$ cat config.mk
export PLATFORM = sky130hd
export DESIGN_NAME = hazard_ctrl
export DESIGN_NICKNAME = d
export VERILOG_FILES = /design/src/rtl/hazard_ctrl.sv
export SDC_FILE = /design/constraint.sdc
export NUM_CORES = 1
export LEC_CHECK = 0
export ABC_AREA = 1
export BUFFER_PORTS_ARGS = -buffer_cell sky130_fd_sc_hd__buf_2
export CORE_MARGIN = 4
export CORE_UTILIZATION = 25
export DETAILED_ROUTE_END_ITERATION = 12
export GPL_ROUTABILITY_DRIVEN = 0
export PLACE_DENSITY = 0.49
export SYNTH_ARGS = -nofsm -noshare
export SYNTH_HDL_FRONTEND = slang
export SYNTH_SLANG_ARGS = --single-unit
$ cat constraint.sdc
create_clock -name clk -period 1.5 [get_ports clk]
set_clock_uncertainty 0.05 [all_clocks]
set_input_delay 0.075 -clock clk [delete_from_list [all_inputs] [get_ports clk]]
set_output_delay 0.075 -clock clk [all_outputs]
set_load 0.03 [all_outputs]
$ cat src/rtl/hazard_ctrl.sv
// -----------------------------------------------------------------------------
// hazard_ctrl
//
// Register scoreboard and pipeline interlock for a simple in-order pipeline.
// Every architectural register r (0..7) has a small down-counter that holds
// the number of cycles left before an outstanding write to r becomes visible
// in the register file. A decode-stage instruction that reads a register with
// a pending write is held (stall). Otherwise it advances (issue). A HALT
// instruction stops issue and waits for all pending writes to retire before
// the block reports halt_done.
//
// Parameters
//   DEPTH       cycles from issue until the write is visible (1..3)
//
// Ports
//   clk         clock; all state updates on the rising edge
//   rst         asynchronous active-high reset
//   id_valid    decode stage holds a valid instruction
//   id_rs_sel   first source register select
//   id_rs_used  instruction reads id_rs_sel
//   id_rt_sel   second source register select
//   id_rt_used  instruction reads id_rt_sel
//   id_wr_en    instruction writes a register
//   id_wr_sel   destination register (after the regDest mux, 7 = link)
//   id_halt     decoded instruction is HALT
//   ex_flush    taken branch/jump in execute; kill the decode instruction
//   stall       hold PC and the IF/ID register this cycle
//   issue       decode instruction advances to execute this cycle
//   busy_mask   bit r set while a write to register r is pending
//   halt_done   pipeline drained after HALT (sticky until reset)
// -----------------------------------------------------------------------------
module hazard_ctrl #(
    parameter int DEPTH = 3
) (
    input  logic       clk,
    input  logic       rst,
    input  logic       id_valid,
    input  logic [2:0] id_rs_sel,
    input  logic       id_rs_used,
    input  logic [2:0] id_rt_sel,
    input  logic       id_rt_used,
    input  logic       id_wr_en,
    input  logic [2:0] id_wr_sel,
    input  logic       id_halt,
    input  logic       ex_flush,
    output logic       stall,
    output logic       issue,
    output logic [7:0] busy_mask,
    output logic       halt_done
);

    localparam logic [1:0] LOAD_VAL = 2'(DEPTH);

    typedef enum logic [1:0] {
        RUN    = 2'd0,
        DRAIN  = 2'd1,
        HALTED = 2'd2
    } state_t;

    state_t r_state;
    state_t w_state_next;

    logic w_raw;
    logic w_stall;
    logic w_issue;
    logic w_halt_done;
    logic w_load_en;

    // A destination-only match (WAW) is deliberately not part of the hazard:
    // the reload below simply restarts that register's countdown.
    assign w_raw = (id_rs_used & busy_mask[id_rs_sel]) |
                   (id_rt_used & busy_mask[id_rt_sel]);

    // Only an issuing instruction may claim its destination; a stalled,
    // flushed or post-HALT instruction leaves the scoreboard alone.
    assign w_load_en = w_issue & id_wr_en;

    // -------------------------------------------------------------------------
    // Per-register pending-write counters
    // -------------------------------------------------------------------------
    genvar gi;
    generate
        for (gi = 0; gi < 8; gi++) begin : g_cnt
            logic [1:0] r_cnt;

            // A fresh load wins over the decrement of the same register, so a
            // second write to a busy register extends its busy window.
            always_ff @(posedge clk or posedge rst) begin
                if (rst) begin
                    r_cnt <= 2'd0;
                end else if (w_load_en && (id_wr_sel == 3'(gi))) begin
                    r_cnt <= LOAD_VAL;
                end else if (r_cnt != 2'd0) begin
                    r_cnt <= r_cnt - 2'd1;
                end
            end

            assign busy_mask[gi] = (r_cnt != 2'd0);
        end
    endgenerate

    // -------------------------------------------------------------------------
    // Control FSM
    // -------------------------------------------------------------------------
    always_ff @(posedge clk or posedge rst) begin
        if (rst) begin
            r_state <= RUN;
        end else begin
            r_state <= w_state_next;
        end
    end

    always_comb begin
        w_state_next = r_state;
        w_stall      = 1'b0;
        w_issue      = 1'b0;
        w_halt_done  = 1'b0;
        case (r_state)
            RUN: begin
                // A flush kills the decode instruction outright, so it neither
                // stalls nor issues.
                w_stall = id_valid & w_raw & ~ex_flush;
                w_issue = id_valid & ~w_raw & ~ex_flush;
                if (w_issue && id_halt) begin
                    w_state_next = DRAIN;
                end
            end
            DRAIN: begin
                w_stall = 1'b1;
                if (busy_mask == 8'h00) begin
                    w_state_next = HALTED;
                end
            end
            HALTED: begin
                w_stall     = 1'b1;
                w_halt_done = 1'b1;
            end
            default: begin
                w_state_next = RUN;
            end
        endcase
    end

    assign stall     = w_stall;
    assign issue     = w_issue;
    assign halt_done = w_halt_done;

endmodule

==> key figures, run 1 <==
Outcome
  – Status: finished, violations left
  – Failing checks: setup timing

Die
  – Die X: 78.9 µm
  – CORE AREA: ~0.0048 mm²
  – Die ar.: 0.00623 mm²
  – # IOs: 28
  – # rows: 25
  – Die Y: approximately 79 µm
  – Initial Util: 26.3%

STA
  – Final hold slack: 0.0996 ns
  – Setup TNS: -4.96 ns
  – Setup-failing EPs final: 20
  – Rel. slew slack: 74.5%
  – RSZ-0062 raised after global routing: true
  – Final min period: 1.82 ns
  – Achievable Freq: 0.548 GHz
  – Slew Limit Fails: 0
  – Fin crit share: 122%
  – Worst slew pin tran: 0.379 ns
  – Setup WS post-layout: -0.324 ns
  – Fin. Hold Viols: 0

Routing
  – ANT nets after route: 0
  – Vias per inst: 4.17
  – DRT Pass-1 Iters: 4
  – Routed length per instance: between 10 and 15 µm
  – Routed wire length: ~3.4 mm
  – DRC viols: 0
  – Detailed-route via count: around 1.3k
  – Initial DRC count: 40

Power and ir drop
  – VDD IR max: approximately 0.00077 V
  – LEAKAGE: around 1.1 nW
  – Pwr dens: 2050 mW/mm²

Worst setup path
  – Buf+Inv Stages, Crit Path: 3
  – Critical Path Start: g_cnt[1].r_cnt[0]$_DFFE_PP0P_
  – R2R depth: 12
  – Worst Path Max Fanout: 8
  – Arr. time, crit path: 1.97 ns
  – R2R Setup Slk: -0.32 ns
  – Req. time, crit path: 1.65 ns
  – CP Cell Sequence: inv_2, ha_4, nand2_1, nand3_2, nand3b_1, nand3_2, nand2_2, buf_4, nor3b_4, buf_6, nand3b_1, nand2_1
  – Delay-heaviest family, CP: simple AND/OR/NAND/NOR gates
  – CP peak stage delay: 0.39 ns
  – Worst r2r dst: g_cnt[3].r_cnt[0]$_DFFE_PP0P_
  – Critical-path top delay cell: dfrtp_1
  – CP Capture Type: register
  – Worst reg2reg startpoint: g_cnt[1].r_cnt[0]$_DFFE_PP0P_
  – CP Class: register to register
  – CP Launch Type: register

Placement
  – HPWL Detailed: ~2.6 mm
  – Area after DPL: 0.00169 mm²
  – PortBufs: 27
  – Pre-CTS WS: -0.190 ns

GRT
  – Vias in the first global route: around 1.3k
  – First-pass GRT wire length: 5.89 mm
  – Total track usage: between 10% and 20%
  – Antenna violations before repair: 0
  – Total grt overflow: 0
  – Pin count of the biggest net entering global routing: 19

Run
  – Max Cap Viol: 0

Clocking
  – Clock-pin slew on the worst setup and hold paths: 0.07 ns
  – TritonCTS clock tree: yes
  – H-tree levels: 1
  – TritonCTS buffer count: 3
  – Clock Path Buffers: 2
  – Sink Count: 18
  – Clock root buffer: clkbuf_8
  – Clk Latency, worst-skew pair: 0.25 ns

Final layout
  – Final Instance Area: 0.00207 mm²
  – NumNets Final: 272
  – Inserted Diodes: 0
  – Layout cells sized above 1: a little over half
  – Area Overhead vs Synth: 64.4%
  – Final Util: around 43%

Hold path
  – Hold Path Class: input pin to register
  – Min-Delay Startpoint: id_wr_sel[2]
  – Min-Delay Endpoint: g_cnt[2].r_cnt[1]$_DFFE_PP0P_
  – Worst hold path depth: 4

Synth
  – Seq cells post-synth: 18
  – Mapped Nets: 212
  – Syn_area_per_cell: 6.87 µm²
  – Ys Warns: 0
  – Register area share after synthesis: 35.8%
  – Gate Count Post-Synth: between 150 and 200
  – Synth cell types: 14
  – Synthesized area: approximately 0.0013 mm²
## area by class of cell
cell class / count / area, µm²
Fill cell: 501 / 2720
Multi-Input combinational cell: 127 / 941
Sequential cell: 18 / 450
Timing Repair Buffer: 55 / 405
Inverter: 38 / 145
Tap cell: 67 / 83.8
Clock buffer: 3 / 41.3
## cell families after synthesis
family                   Yosys count  synth area share, %
buffers and inverters             38                 11.3
adder cells (fa/ha/maj)           12                 11.9
AO/OA/AOI/OAI                     17                 6.87
XOR/XNOR                           1                0.697
flip-flops                        18                 35.8
AND/OR/NAND/NOR                   97                 33.3
## cells in the mapped netlist
| library cell | n | share of area [%] |
|---|---|---|
| nand2_1 | 51 | 15 |
| inv_1 | 37 | 11 |
| nor2_1 | 23 | 6.9 |
| dfrtp_1 | 18 | 36 |
| o21ai_0 | 16 | 6.4 |
| nand3_1 | 14 | 5.6 |
| ha_1 | 12 | 12 |
| nand4_1 | 5 | 2.5 |
| nand3b_1 | 2 | 1.2 |
| a31oi_1 | 1 | 0.50 |
| inv_2 | 1 | 0.30 |
| nand2_2 | 1 | 0.50 |
| nor3b_4 | 1 | 1.5 |
| xor2_1 | 1 | 0.70 |
## flip-flops by register name (all words and copies together) (netlist names)
signal	count
g_cnt.r_cnt	16
r_state	2
## worst max path at each step
stage / to / cells past startpoint
final: g_cnt[3].r_cnt[0]$_DFFE_PP0P_ / 12
after global routing: stall / 11
after CTS: stall / 11
after detailed placement: g_cnt[5].r_cnt[0]$_DFFE_PP0P_ / 11
after global placement: g_cnt[4].r_cnt[0]$_DFFE_PP0P_ / 11
after floorplan: g_cnt[3].r_cnt[1]$_DFFE_PP0P_ / 10
## where the power goes
group	internal [mW]	switching, mW
Sequential	0.755	0.156
Clock	0.179	0.170
Combinational	1.41	1.58
## metrics by stage
step | power (mW) | std cells
detailed placement | 3.30 | 291
floorplan | 2.59 | 183
global placement | 3.26 | 291
global route | 4.73 | 308
CTS | 3.94 | 302
finish | 4.24 | 308
## worst min-delay path, delay by kind of cell
kind,cells,cell delay [ns]
buffers and inverters,1,0.11
AND/OR/NAND/NOR,3,0.18
## repair_timing
action / 4_1_cts / 5_1_grt
pin swaps: 10 / 9
endpoints found under the setup margin: 20 / 22
resized for setup: 34 / 47
endpoints found under the hold margin: 18 / 0
gates cloned: 0 / 0
setup buffers: 7 / 7
hold buffers: 1 / 0
## placed cells by master, fill, tap and decap left out, drive strengths merged, types with 2 or more instances in the layout
cell type and count:
buf 54, clkbuf 3, dfrtp 18, ha 12, inv 38, nand2 52
nand3 14, nand3b 2, nand4 5, nor2 23, o21ai 16
## per-layer routing
metal  GRT usage (%)  wire [µm]  vias up  part of all wire, %
met5               0          0        -                    0
met4            3.09         29        0                 0.86
met3            2.61        154        4                  4.6
met2            19.5       1570       22                   47
met1            15.4       1610      574                   48
li1                -          -      685                    -
(Power assumes the default switching activity.)
==> run 2, diff against run 1 <==
--- a/config.mk
+++ b/config.mk
@@ -7,10 +7,12 @@
 export LEC_CHECK = 0
 export ABC_AREA = 1
 export BUFFER_PORTS_ARGS = -buffer_cell sky130_fd_sc_hd__buf_2
+export CAP_MARGIN = 5
 export CORE_MARGIN = 4
 export CORE_UTILIZATION = 25
 export DETAILED_ROUTE_END_ITERATION = 12
 export GPL_ROUTABILITY_DRIVEN = 0
+export GPL_TIMING_DRIVEN = 0
 export PLACE_DENSITY = 0.49
 export SYNTH_ARGS = -nofsm -noshare
 export SYNTH_HDL_FRONTEND = slang
==> run 2 against run 1 <==
The run still ends with setup timing left. Sequential cell count did not move. Critical path depth unchanged. Non-clock buffer count is 7 lower. Largest power group unchanged. Wire length is 5.6% lower. Combinational power decreased by 5%. Critical endpoint is now g_cnt[0].r_cnt[0]$_DFFE_PP0P_. Utilization shrank 0.81 points. Maximum frequency rose by 3.2%. Largest cell class unchanged. Global-route usage down 1.5 points. Sequential share of layout area up 0.42 points. Via count down 1.3%. Final cell count shrank 2.3%. Clock power decreased by 3%.
==> key figures, run 2 (synthesis gave the netlist of run 1 again) <==
Die
  – # IOs: 28
  – CORE AREA: 0.00479 mm²
  – Initial Util: 26.3%
  – # rows: 25
  – Die X: approximately 79 µm
  – Die ar.: 0.00623 mm²
  – Die Y: about 79 µm

Power and ir drop
  – Sw frac: 45.5%
  – Comb power frac: 69.2%
  – P_int: 2.22 mW
  – Power Total: 4.08 mW
  – Psw: 1.86 mW
  – LEAKAGE: 1.09 nW
  – Reg power frac: 22.5%
  – Clock power share: 8.3%
  – VDD IR max: around 0.00086 V
  – Pwr dens: 2010 mW/mm²

Hold path
  – Hold Path Class: input pin to register

Final layout
  – Most common cell after layout, fill and taps aside: nand2_1
  – Largest Register: g_cnt.r_cnt
  – Final non-filler cell total: ~300
  – Most frequent cells in the layout: 34 x nand2_1, 23 x buf_2, 22 x nor2_1, 19 x inv_1
  – Layout cells sized above 1: 49.6%
  – Area Overhead vs Synth: 61.3%
  – Final Util: 42.4%
  – Inserted Diodes: 0
  – Max FFs per register: 16
  – Final Instance Area: just over 0.002 mm²
  – NumNets Final: about 270
  – Biggest regs: g_cnt.r_cnt: 16 flops, r_state: 2 flops

Placement
  – PortBufs: 27
  – HPWL Detailed: 2.32 mm
  – Pre-CTS WS: -0.304 ns
  – Placed cells: 277
  – Area after DPL: 0.00159 mm²

Outcome
  – Status: finished, violations left
  – Failing checks: setup timing

GRT
  – First-pass GRT wire length: 5.14 mm
  – Total grt overflow: 0
  – Vias in the first global route: 1143
  – Total track usage: 10.3%
  – Antenna violations before repair: 0
  – Pin count of the biggest net entering global routing: 19

Routing
  – DRT Pass-1 Iters: 4
  – Vias per inst: 4.21
  – Routed length per instance: 10.5 µm
  – ANT nets after route: 0
  – DRC viols: 0
  – Routed wire length: between 3 and 4 mm
  – Detailed-route via count: between 1k and 1.5k
  – Initial DRC count: 40

Worst setup path
  – Req. time, crit path: 1.63 ns
  – CP Capture Type: register
  – Arr. time, crit path: approximately 1.9 ns
  – CP Class: register to register
  – CP Launch Type: register
  – Critical-path top delay cell: dfrtp_1
  – R2R Setup Slk: -0.27 ns
  – CP Cell Sequence: inv_2, ha_4, nand2_2, nand3_2, nand3b_1, nand3_4, nand2_4, nor3b_4, buf_6, buf_12, nand2_4, o21ai_1
  – Most numerous cell on the critical path: nand2_4
  – CP peak stage delay: approximately 0.38 ns
  – Worst Path Max Fanout: 4

Clocking
  – Clock-pin slew on the worst setup and hold paths: 0.07 ns
  – Clock Path Buffers: 2
  – Clk Latency, worst-skew pair: 0.25 ns
  – H-tree levels: 1
  – TritonCTS buffer count: 3
  – TritonCTS clock tree: yes
  – Sink Count: 18
  – Clock root buffer: clkbuf_8

STA
  – Rel. slew slack: 52.6%
  – Fin crit share: 118%
  – Achievable Freq: 0.566 GHz
  – Setup TNS: -4.27 ns
  – Fin. Hold Viols: 0
  – Setup-failing EPs final: 20
  – RSZ-0062 raised after global routing: true
  – Final min period: 1.77 ns
  – Final hold slack: about 0.12 ns
  – Worst slew pin tran: 0.710 ns
  – Slew Limit Fails: 0
  – Setup WS post-layout: -0.268 ns

Run
  – Max Cap Viol: 0
[run 2: cell count changes in the layout (fill, tap and decap cells not counted), moves of 2 or more]
| cell | before | now |
|---|---|---|
| nand2_4 | 4 | 8 |
| buf_2 | 19 | 23 |
| nand2_1 | 32 | 34 |
| buf_6 | 10 | 4 |
| inv_1 | 16 | 19 |
| nand3_4 | 0 | 2 |
| nand3_2 | 13 | 10 |
| inv_2 | 21 | 18 |
| buf_4 | 25 | 18 |
| buf_12 | 0 | 2 |
| nand2_2 | 16 | 10 |
[run 2: final timing paths]
kind	cells after the start	start	to
min	4	id_wr_sel[2]	g_cnt[1].r_cnt[1]$_DFFE_PP0P_
max reg2reg	12	g_cnt[1].r_cnt[0]$_DFFE_PP0P_	g_cnt[0].r_cnt[0]$_DFFE_PP0P_
max in group asynchronous	3	rst	g_cnt[5].r_cnt[0]$_DFFE_PP0P_
max	12	g_cnt[1].r_cnt[0]$_DFFE_PP0P_	g_cnt[0].r_cnt[0]$_DFFE_PP0P_
min in group asynchronous	3	rst	g_cnt[4].r_cnt[0]$_DFFE_PP0P_
min reg2reg	2	r_state[1]$_DFFE_PP0P_	r_state[1]$_DFFE_PP0P_
[run 2: final cells by class]
cell class | instances | area (µm²)
sequential | 18 | 450
fill | 476 | 2760
tap | 67 | 83.8
multi-input combinational | 127 | 962
inverter | 38 | 145
timing repair buffer | 48 | 345
clock buffer | 3 | 41.3
[run 2: critical path: cells and delay by family, from the launching register on]
family	cells	cell delay, ns
buffers and inverters	3	0.37
DFF	1	0.38
adders and majority gates	1	0.16
AOI/OAI and AO/OA	1	0.07
and+or+nand+nor	7	0.70
[run 2: power groups by stage]
stage               clock, mW  sequential, mW  combinational, mW
floorplan                   0           0.898               1.69
global placement            0           0.923               2.14
detailed placement          0           0.930               2.15
CTS                     0.357           0.919               2.60
global route            0.383           0.947               3.14
finish                  0.338           0.919               2.82
[run 2: per-layer routing]
metal	GRT usage, %	part of all wire [%]
met1	14.0	48
met2	16.6	46
met3	2.83	5.0
met4	1.55	0.44
met5	0	0
[run 2: what timing repair did]
action / 4_1_cts / 5_1_grt
endpoints found under the hold margin: 18 / 0
hold buffers: 1 / 0
gates cloned: 0 / 0
endpoints found under the setup margin: 20 / 21
resized for setup: 39 / 28
buffers inserted: 13 / 7
pin swaps: 14 / 18
==> run 3, diff against run 2 <==
--- a/config.mk
+++ b/config.mk
@@ -5,7 +5,6 @@
 export SDC_FILE = /design/constraint.sdc
 export NUM_CORES = 1
 export LEC_CHECK = 0
-export ABC_AREA = 1
 export BUFFER_PORTS_ARGS = -buffer_cell sky130_fd_sc_hd__buf_2
 export CAP_MARGIN = 5
 export CORE_MARGIN = 4
@@ -13,6 +12,7 @@
 export DETAILED_ROUTE_END_ITERATION = 12
 export GPL_ROUTABILITY_DRIVEN = 0
 export GPL_TIMING_DRIVEN = 0
+export MAX_ROUTING_LAYER = met4
 export PLACE_DENSITY = 0.49
 export SYNTH_ARGS = -nofsm -noshare
 export SYNTH_HDL_FRONTEND = slang
==> run 3 against run 2 <==
Hold slack lost 0.015 ns. Die area grew 6.2%. Utilization shrank 4.9 points. The flow still finishes with violations (setup timing). Power grew 13%. Synthesized cell count shrank 22%. Cell area shrank 4.3%. Sequential share of layout area grew 1.0 points. Clock-buffer cell count grew 1. Largest cell class unchanged. Via count shrank 12%. Largest power group unchanged. Global-route usage grew 0.83 points. Non-clock buffer count shrank 4.
==> key figures, run 3 <==
Outcome
  – Status: finished, violations left
  – Failing checks: setup timing

GRT
  – Antenna violations before repair: 0
  – Vias in the first global route: between 1k and 1.5k
  – Total grt overflow: 0
  – First-pass GRT wire length: about 5.5 mm
  – Total track usage: 11.1%
  – Pin count of the biggest net entering global routing: 19

Routing
  – Detailed-route via count: 1117
  – DRT Pass-1 Iters: 3
  – Routed wire length: 3.38 mm
  – Initial DRC count: 20
  – DRC viols: 0
  – Routed length per instance: around 13 µm
  – ANT nets after route: 0
  – Vias per inst: 4.40

Synth
  – Synth async-reset ratio: 100%
  – Top-count cell post-synth: inv_1
  – Syn_area_per_cell: 9.40 µm²
  – Register area share after synthesis: between 30% and 40%
  – Synthesized area: 0.00134 mm²
  – Synth top area share: 33.5%
  – Synth cell types: 35
  – Ys flop type: dfrtp_1
  – Seq cells post-synth: 18
  – Ys Warns: 0
  – Post-synth top area cell: dfrtp_1
  – Post-synth top cells: 28 x inv_1, 18 x dfrtp_1, 13 x mux2i_1
  – Area contributors post-synth: dfrtp_1 34%, ha_1 11%, mux2i_1 9.7%
  – Number of synthesized flops with an enable pin: 0
  – Mapped Nets: 172
  – Gate Count Post-Synth: 143

Power and ir drop
  – Pwr dens: 2380 mW/mm²
  – Power Total: approximately 4.6 mW
  – LEAKAGE: 0.899 nW
  – VDD IR max: 0.00109 V

Clocking
  – TritonCTS clock tree: yes
  – Sink Count: 18
  – H-tree levels: 1
  – Clk Latency, worst-skew pair: 0.26 ns
  – Clock-pin slew on the worst setup and hold paths: 0.08 ns
  – Clock Path Buffers: 2
  – Clock root buffer: clkbuf_8
  – TritonCTS buffer count: 3

Worst setup path
  – Critical-path top delay cell: mux4_2
  – CP Capture Type: primary output
  – CP Cell Sequence: inv_1, ha_2, mux2i_1, mux4_2, buf_6, a22oi_2, o31ai_2, buf_4
  – CP peak stage delay: 0.51 ns
  – Arr. time, crit path: 2.17 ns
  – Req. time, crit path: approximately 1.4 ns
  – CP Class: register to primary output
  – CP Launch Type: register
  – Worst Path Max Fanout: 3

Final layout
  – Inserted Diodes: 0
  – Area Overhead vs Synth: 44.4%
  – Largest Register: g_cnt.r_cnt
  – NumNets Final: 214
  – Fill cell count: between 500 and 600
  – Biggest regs: g_cnt.r_cnt: 16 flops, r_state: 2 flops
  – Most common cell after layout, fill and taps aside: inv_1
  – Final Instance Area: 0.00194 mm²
  – Max FFs per register: 16
  – Most frequent cells in the layout: 24 x inv_1, 22 x buf_2, 18 x dfrtp_1, 13 x mux2i_1, 11 x buf_4
  – Layout cells sized above 1: 42.9%

Hold path
  – Hold Path Class: input pin to register

Placement
  – HPWL Detailed: 2.48 mm
  – PortBufs: 24
  – Area after DPL: 0.00160 mm²

Die
  – Initial Util: between 20% and 30%
  – # IOs: 28
  – Die ar.: 0.00661 mm²
  – Die Y: just over 80 µm
  – CORE AREA: 0.00517 mm²
  – Die X: 81.3 µm
  – # rows: 26

STA
  – Fin crit share: 153%
  – RSZ-0062 raised after global routing: true
  – Final min period: approximately 2.3 ns
  – Setup WS post-layout: -0.790 ns
  – Achievable Freq: 0.437 GHz
  – Setup-failing EPs final: 20
  – Worst slew pin tran: about 0.73 ns
  – Slew Limit Fails: 0
  – Fin. Hold Viols: 0
  – Rel. slew slack: 51.0%

Run
  – Max Cap Viol: 0
==> run 3: cell types whose count changed after synthesis, sizes merged, moves of 4 or more <==
cell    delta
o21ai      -6
xor2       +7
nand2     -48
mux2i     +13
clkbuf     +4
nand3     -12
inv       -10
nor2      -15
==> run 3: repair_timing <==
action | CTS | global route
setup endpoints to repair | 20 | 24
gates resized for setup | 28 | 21
setup buffers | 12 | 3
gates cloned | 1 | 0
pin swaps | 19 | 8
hold buffers | 1 | 0
hold endpoints to repair | 18 | 0
==> run 3: cell families (layout without fill, tap and decap cells) <==
group	count (synthesis)	count (layout)	share of synthesized area (%)
AND/OR/NAND/NOR	28	28	11.5
buffers and inverters	35	76	11.0
flip-flops	18	18	33.5
XOR/XNOR	8	8	5.21
AO/OA/AOI/OAI	26	26	13.8
multiplexers	16	16	13.9
adder cells (fa/ha/maj)	12	12	11.2
==> run 3: report_power, final <==
group | switching, mW | internal, mW | leakage [nW] | total, mW
clock network | 0.171 | 0.233 | 0.0288 | 0.405
registers | 0.144 | 0.761 | 0.214 | 0.905
logic | 1.71 | 1.59 | 0.656 | 3.30
total | 2.03 | 2.58 | 0.899 | 4.61
==> run 3: worst paths after layout <==
path / from / to / slack, ns / cells after the start
max: g_cnt[4].r_cnt[0]$_DFFE_PP0P_ / stall / -0.79 / 8
min: id_wr_sel[1] / g_cnt[3].r_cnt[1]$_DFFE_PP0P_ / 0.10 / 2
max reg2reg: g_cnt[4].r_cnt[0]$_DFFE_PP0P_ / g_cnt[6].r_cnt[1]$_DFFE_PP0P_ / -0.66 / 9
min reg2reg: g_cnt[4].r_cnt[1]$_DFFE_PP0P_ / g_cnt[4].r_cnt[1]$_DFFE_PP0P_ / 0.45 / 2
max in group asynchronous: rst / g_cnt[2].r_cnt[0]$_DFFE_PP0P_ / 0.50 / 3
min in group asynchronous: rst / g_cnt[5].r_cnt[0]$_DFFE_PP0P_ / 0.43 / 3
==> run 3: stage by stage <==
step / setup slack, ns / utilization (%) / cells / hold slack (ns) / setup TNS [ns]
after CTS: -0.840 / 36.2 / 255 / 0.0936 / -13.98
after detailed placement: -0.769 / 30.9 / 237 / 0.180 / -11.81
after global routing: -0.912 / 37.5 / 254 / 0.123 / -14.19
after global placement: -0.769 / 30.9 / 237 / 0.179 / -11.71
final: -0.790 / 37.5 / 254 / 0.103 / -12.52
after floorplan: -0.497 / - / 143 / -0.0364 / -7.76
==> run 3: critical path: cells and delay by family (launching register included) <==
kind	cells	cell delay, ns
flops	1	0.40
mux	2	0.58
buf+inv	3	0.38
compound gates	2	0.34
fa+ha+maj	1	0.20
==> run 3: routing by layer <==
| layer | track usage, % | wire (µm) | up-vias |
|---|---|---|---|
| met5 | - | 0 | - |
| met4 | 3.72 | 75 | 0 |
| met3 | 0.998 | 57 | 6 |
| met2 | 18.4 | 1640 | 17 |
| met1 | 14.1 | 1600 | 521 |
| li1 | - | - | 573 |
==> run 3: layout make-up <==
cell class / instances / area, µm² / area share (%)
Clock buffer: 4 / 55.1 / 2.84
Buffer: 4 / 37.5 / 1.93
Inverter: 28 / 105 / 5.42
Sequential cell: 18 / 450 / 23.2
Multi-Input combinational cell: 90 / 911 / 46.9
Timing Repair Buffer: 40 / 294 / 15.2
Tap cell: 70 / 87.6 / 4.51
